File: src/rtl/visitor_dir_counter_pkg.sv
// visitor_dir_counter_pkg: shared FSM state encoding and default sizing for the visitor direction counter
package visitor_pkg;
  localparam int DEF_CNT_W     = 8;
  localparam int DEF_MAX_COUNT = 99;
  localparam int DEF_TIMEOUT   = 1000;
  typedef enum logic [2:0] {
    IDLE, ENT_A, ENT_AB, ENT_B, EXT_B, EXT_BA, EXT_A, WAIT_CLR
  } state_t;
endpackage

File: src/rtl/visitor_dir_counter_occupancy_counter.sv
// occupancy_counter: saturating up/down occupancy counter
// Ports: clk, rst_n (async active-low); inc/dec requests in;
// count, full (count==MAX_COUNT), empty (count==0) out;
// sat_err flags a request refused because the counter is at its limit.
module occupancy_counter
  import visitor_pkg::*;
#(
  parameter int CNT_W     = DEF_CNT_W,
  parameter int MAX_COUNT = DEF_MAX_COUNT
) (
  input  logic             clk,
  input  logic             rst_n,
  input  logic             inc,
  input  logic             dec,
  output logic [CNT_W-1:0] count,
  output logic             full,
  output logic             empty,
  output logic             sat_err
);
  assign full    = count == CNT_W'(MAX_COUNT);
  assign empty   = count == '0;
  assign sat_err = (inc && full) || (dec && empty);
  always_ff @(posedge clk or negedge rst_n)
    if (!rst_n) count <= '0;
    else if (inc && !full) count <= count + 1'b1;
    else if (dec && !empty) count <= count - 1'b1;
endmodule

File: src/rtl/visitor_dir_counter.sv
// visitor_dir_counter: decodes door-sensor trip order into entries/exits and keeps occupancy
// Ports: clk, rst_n (async active-low); sens_a (outer), sens_b (inner) beam-broken inputs;
// count, full, empty occupancy outputs; inc_pulse/dec_pulse on committed entry/exit;
// err_pulse on overflow, underflow, ambiguous trip or stalled-sequence timeout.
// Macro SENSOR_SYNC_EN: adds a two-flop synchronizer on each sensor (responses 2 cycles later).
module visitor_dir_counter
  import visitor_pkg::*;
#(
  parameter int CNT_W     = DEF_CNT_W,
  parameter int MAX_COUNT = DEF_MAX_COUNT,
  parameter int TIMEOUT   = DEF_TIMEOUT
) (
  input  logic             clk,
  input  logic             rst_n,
  input  logic             sens_a,
  input  logic             sens_b,
  output logic [CNT_W-1:0] count,
  output logic             full,
  output logic             empty,
  output logic             inc_pulse,
  output logic             dec_pulse,
  output logic             err_pulse
);
  localparam int TW = $clog2(TIMEOUT + 1);
  logic [1:0] ab;
  state_t state, seq_nxt, nxt;
  logic [TW-1:0] tmo;
  logic ent, ext, amb, active, tmo_hit, sat_err;
`ifdef SENSOR_SYNC_EN
  logic [1:0] s1, s2;
  always_ff @(posedge clk or negedge rst_n)
    if (!rst_n) begin
      s1 <= '0;
      s2 <= '0;
    end else begin
      s1 <= {sens_a, sens_b};
      s2 <= s1;
    end
  assign ab = s2;
`else
  assign ab = {sens_a, sens_b};
`endif
  always_comb begin
    seq_nxt = state;
    ent = 1'b0;
    ext = 1'b0;
    amb = 1'b0;
    case (state)
      IDLE: begin
        seq_nxt = ab == 2'b10 ? ENT_A : ab == 2'b01 ? EXT_B : ab == 2'b11 ? WAIT_CLR : IDLE;
        amb = ab == 2'b11;
      end
      ENT_A:  seq_nxt = ab == 2'b11 ? ENT_AB : ab == 2'b01 ? ENT_B : ab == 2'b00 ? IDLE : ENT_A;
      ENT_AB: begin
        seq_nxt = ab == 2'b01 ? ENT_B : ab == 2'b10 ? ENT_A : ab == 2'b00 ? IDLE : ENT_AB;
        ent = ab == 2'b00;
      end
      ENT_B: begin
        seq_nxt = ab == 2'b11 ? ENT_AB : ab == 2'b10 ? ENT_A : ab == 2'b00 ? IDLE : ENT_B;
        ent = ab == 2'b00;
      end
      EXT_B:  seq_nxt = ab == 2'b11 ? EXT_BA : ab == 2'b10 ? EXT_A : ab == 2'b00 ? IDLE : EXT_B;
      EXT_BA: begin
        seq_nxt = ab == 2'b10 ? EXT_A : ab == 2'b01 ? EXT_B : ab == 2'b00 ? IDLE : EXT_BA;
        ext = ab == 2'b00;
      end
      EXT_A: begin
        seq_nxt = ab == 2'b11 ? EXT_BA : ab == 2'b01 ? EXT_B : ab == 2'b00 ? IDLE : EXT_A;
        ext = ab == 2'b00;
      end
      default: seq_nxt = ab == 2'b00 ? IDLE : WAIT_CLR;
    endcase
    active = state != IDLE && state != WAIT_CLR;
    // tmo counts repeats of the current state, so the abort lands after TIMEOUT cycles stalled
    tmo_hit = active && seq_nxt == state && tmo == TW'(TIMEOUT - 1);
    nxt = tmo_hit ? WAIT_CLR : seq_nxt;
  end
  always_ff @(posedge clk or negedge rst_n)
    if (!rst_n) begin
      state     <= IDLE;
      tmo       <= '0;
      inc_pulse <= 1'b0;
      dec_pulse <= 1'b0;
      err_pulse <= 1'b0;
    end else begin
      state     <= nxt;
      tmo       <= (active && nxt == state) ? tmo + 1'b1 : '0;
      inc_pulse <= ent && !full;
      dec_pulse <= ext && !empty;
      err_pulse <= amb || tmo_hit || sat_err;
    end
  occupancy_counter #(.CNT_W(CNT_W), .MAX_COUNT(MAX_COUNT)) u_cnt (
    .clk     (clk),
    .rst_n   (rst_n),
    .inc     (ent),
    .dec     (ext),
    .count   (count),
    .full    (full),
    .empty   (empty),
    .sat_err (sat_err)
  );
endmodule

File: config.mk
export PLATFORM = sky130hd
export DESIGN_NAME = visitor_dir_counter
export DESIGN_NICKNAME = d
export VERILOG_FILES = /design/src/rtl/visitor_dir_counter_pkg.sv /design/src/rtl/visitor_dir_counter_occupancy_counter.sv /design/src/rtl/visitor_dir_counter.sv
export SDC_FILE = /design/constraint.sdc
export NUM_CORES = 1
export LEC_CHECK = 0
export CAP_MARGIN = 10
export CORE_MARGIN = 2
export CORE_UTILIZATION = 51
export CTS_CLUSTER_SIZE = 8
export DETAILED_ROUTE_END_ITERATION = 16
export GPL_TIMING_DRIVEN = 0
export PLACE_DENSITY = 0.72
export SYNTH_ARGS = -nofsm -noshare
export SYNTH_HDL_FRONTEND = slang
export SYNTH_SLANG_ARGS = --single-unit
File: constraint.sdc
create_clock -name clk -period 2.3 [get_ports clk]
set_clock_uncertainty 0.05 [all_clocks]
set_input_delay 0.23 -clock clk [delete_from_list [all_inputs] [get_ports clk]]
set_output_delay 0.23 -clock clk [all_outputs]
set_load 0.02 [all_outputs]
==> results.md <==
- Status: finished, violations left
- Violated checks: setup timing
- Fmax: just over 400 MHz
- Largest net degree at the start of global routing: 25
- Yosys warns: 0
- Number of H-tree levels: 1
- Crit path max fanout: 7
- GRT Resource Usage Total: 0.223
- Syn Area/Cell: 9.92 µm²
- Setup crit end: u_cnt.count[7]
- Slowest-stage cell, CP: dfrtp_2
- Max-cap violations: 0
- Setup slack, reg-to-reg: -0.11 ns
- Design area: ~0.0023 mm²
- Synth Cell Area: 0.00173 mm²
- Post-synth ARST share: 1.00
- FF-to-FF End: u_cnt.count[7]
- Vias in the first global route: 1,471
- Initial core utilization: 0.525
- CTS tree: yes
- CTS Buf Count: 3
- Pwr Density: approximately 1400 mW/mm²
- Reg2Reg Depth: 10
- Placed cell area: between 0.002 and 0.0025 mm²
- Tmin final: between 2 and 2.5 ns
- Distinct cells, synth: 49
- Register area share after synthesis: 0.348
- ANT nets after route: 0
- Remaining DRCs: 0
- Leak: roughly 0.95 nW
- ANT cells: 0
- Power after layout: approximately 0.0031 W
- Final setup margin: -0.113 ns
- Clock Sinks: 24
- DR pass1 iterations: 4
- Die X: 62.2 µm
- Yosys top cell area share: 0.348
- R2r startpoint: u_cnt.count[3]
- Clk slew on worst S/H paths: ~0.14 ns
- Worst hold path type: in2async
- Final hold vios: 0
- Post-synth EDFFs: 0
- RSZ-0062 raised after global routing: true
- Total die area: 0.00386 mm²
- Fin cells: around 260
- Core area: ~0.0033 mm²
- Crit path DAT: roughly 2.6 ns
- Share of cells above drive strength 1: 0.316
- Via density per instance: 5.54
- Final setup violation count: 4
- Period utilisation layout: 1.05
- Post-synth top area cell: dfrtp_1
- Initial antenna violation count: 0
- Crit path cell chain: nor4_4 > and2_4 > nor2_4 > inv_6 > ha_4 > o21a_1 > o21a_1 > o22ai_2 > mux2i_2 > xnor2_1
- Seq cells post-synth: 24
- Ys flop type: dfrtp_1
- Clock latency on the worst-skew pair: 0.32 ns
- Syn Nets: between 150 and 200
- Number of port buffers: 16
- CP startpoint kind: flip-flop
- First-pass GRT wire length: around 6.9 mm
- Average wire per standard cell: about 15 µm
- # placed instances: approximately 240
- IO Count: 17
- Setup WS pre-CTS: -0.682 ns
- P&R area growth vs syn: 31.7%
- CP peak stage delay: between 0.4 and 0.5 ns
- NumNets Final: 232
- CTS Hold Buffers Added: 0
- Total grt overflow: 0
- Post-Synthesis Cells: roughly 170
- DRT iter0 DRCs: 95
- Detailed Route WL: 3.91 mm
- Worst Setup SP: u_cnt.count[3]
- Relative slew slack: 0.272
- Data required, critical path: 2.51 ns
- Top post-synthesis cells by area: dfrtp_1 35%, ha_1 10%, xnor2_1 5.6%, mux2_2 3.9%, nor3_1 3.2%
- Placer Congestion: between 0.8 and 0.9
- Worst setup EP type: flip-flop
- Site Rows: 21
- Worst vdd ir: just under 1 mV
- Most frequent CP cell: o21a_1
- Root Driver: clkbuf_4
- Vias: 1,429
- Post-DP HPWL: 2.77 mm
- CP Class: reg2reg
- Clock Path Buffers: 2
- Die H: a little over 60 µm
- Final Max Tran Viols: 0
- Worst-Margin Slew: between 1 and 1.5 ns
-- logic make-up (layout without fill, tap and decap cells) --
group | Yosys count | after routing | share of synthesized area
buf+inv | 11 | 49 | 0.0319
fa+ha+maj | 15 | 15 | 0.113
flops | 24 | 24 | 0.348
simple gates | 69 | 69 | 0.224
mux | 7 | 7 | 0.0450
xor+xnor | 16 | 16 | 0.0812
compound gates | 32 | 32 | 0.157
-- Yosys cell counts, types with 3 or more instances --
| cell | count |
|---|---|
| xor2_1 | 5 |
| and2_1 | 3 |
| xnor2_1 | 11 |
| o21a_1 | 3 |
| ha_1 | 14 |
| nand3_1 | 7 |
| nand2_1 | 9 |
| and3_1 | 8 |
| a21oi_1 | 7 |
| nor3_1 | 11 |
| nor3b_1 | 3 |
| nor4_1 | 4 |
| dfrtp_1 | 24 |
| mux2_2 | 6 |
| o21ai_0 | 3 |
| nor2_1 | 8 |
| inv_1 | 7 |
-- cell usage in the layout (no fill, tap or decap), drive strengths merged, types with 2 or more instances in the layout --
| cell | count |
|---|---|
| o221ai | 3 |
| clkbuf | 3 |
| o211ai | 3 |
| inv | 7 |
| clkdlybuf4s50 | 12 |
| nor3b | 3 |
| nand2 | 9 |
| o21a | 3 |
| xor2 | 5 |
| mux2 | 6 |
| dfrtp | 24 |
| nor4 | 4 |
| ha | 14 |
| nand2b | 2 |
| o21ai | 3 |
| nor2b | 2 |
| xnor2 | 11 |
| nand3b | 2 |
| and2 | 3 |
| nand3 | 7 |
| dlygate4sd2 | 3 |
| o22ai | 2 |
| buf | 22 |
| nor3 | 11 |
| and3 | 8 |
| a31oi | 2 |
| nor2 | 9 |
| nand4 | 2 |
| or3 | 3 |
| a21oi | 8 |
-- state kept, by name, indices dropped and copies added (netlist names) --
register,count
tmo,10
u_cnt.count,8
state,3
err_pulse,1
dec_pulse,1
inc_pulse,1
-- power by group --
group	leakage [nW]	total, W	switching (W)	internal (W)
Combinational	0.618	0.00215	0.00107	0.00107
Clock	0.0279	0.000314	0.000138	0.000176
Sequential	0.303	0.000672	0.000118	0.000555
Total	0.949	0.00313	0.00133	0.00180
-- critical path, delay by kind of cell (launching register included) --
| family | cells | cell delay (ns) |
|---|---|---|
| xor+xnor | 1 | 0.14 |
| buf+inv | 1 | 0.11 |
| mux | 1 | 0.27 |
| flops | 1 | 0.45 |
| fa+ha+maj | 1 | 0.23 |
| compound gates | 3 | 0.52 |
| simple gates | 3 | 0.56 |
-- how the worst min path moves through the flow --
stage,end,slack [ns],depth (start not counted)
floorplan,dec_pulse,-0.12,0
global placement,tmo[0],0.40,1
detailed placement,tmo[0],0.42,1
CTS,tmo[0],0.44,1
global route,tmo[0],0.47,1
finish,u_cnt.count[1],0.43,1
-- stage by stage --
stage	utilization	TNS (ns)	hold WS, ns
2_1_floorplan	-	-0.0673	-0.116
3_3_place_gp	0.621	-5.04	0.398
3_5_place_dp	0.621	-6.72	0.416
4_1_cts	0.679	-0.230	0.435
5_1_grt	0.692	-0.645	0.471
6_report	0.692	-0.297	0.426
-- layer usage --
metal  global-route usage  part of all wire  up-vias
met4               0.0833             0.022        0
met1                0.291              0.47      690
li1                     -                 -      714
met5                    0                 0        -
met3               0.0181             0.021        7
met2                0.387              0.49       18
-- repair_timing --
| action | 4_1_cts | 5_1_grt |
|---|---|---|
| buffers inserted | 14 | 4 |
| resized for setup | 11 | 3 |
| pin swaps | 8 | 3 |
| setup endpoints to repair | 5 | 5 |
| endpoints found under the hold margin | 0 | 0 |
-- cell type report --
type,count,area [µm²]
multi-input combinational,139,1200
fill,260,1010
sequential,24,611
timing repair buffer,34,294
tap,46,57.6
inverter,7,31.3
clock inverter,1,30.0
buffer,4,28.8
clock buffer,3,22.5
Power figures use the tool's default switching activity.
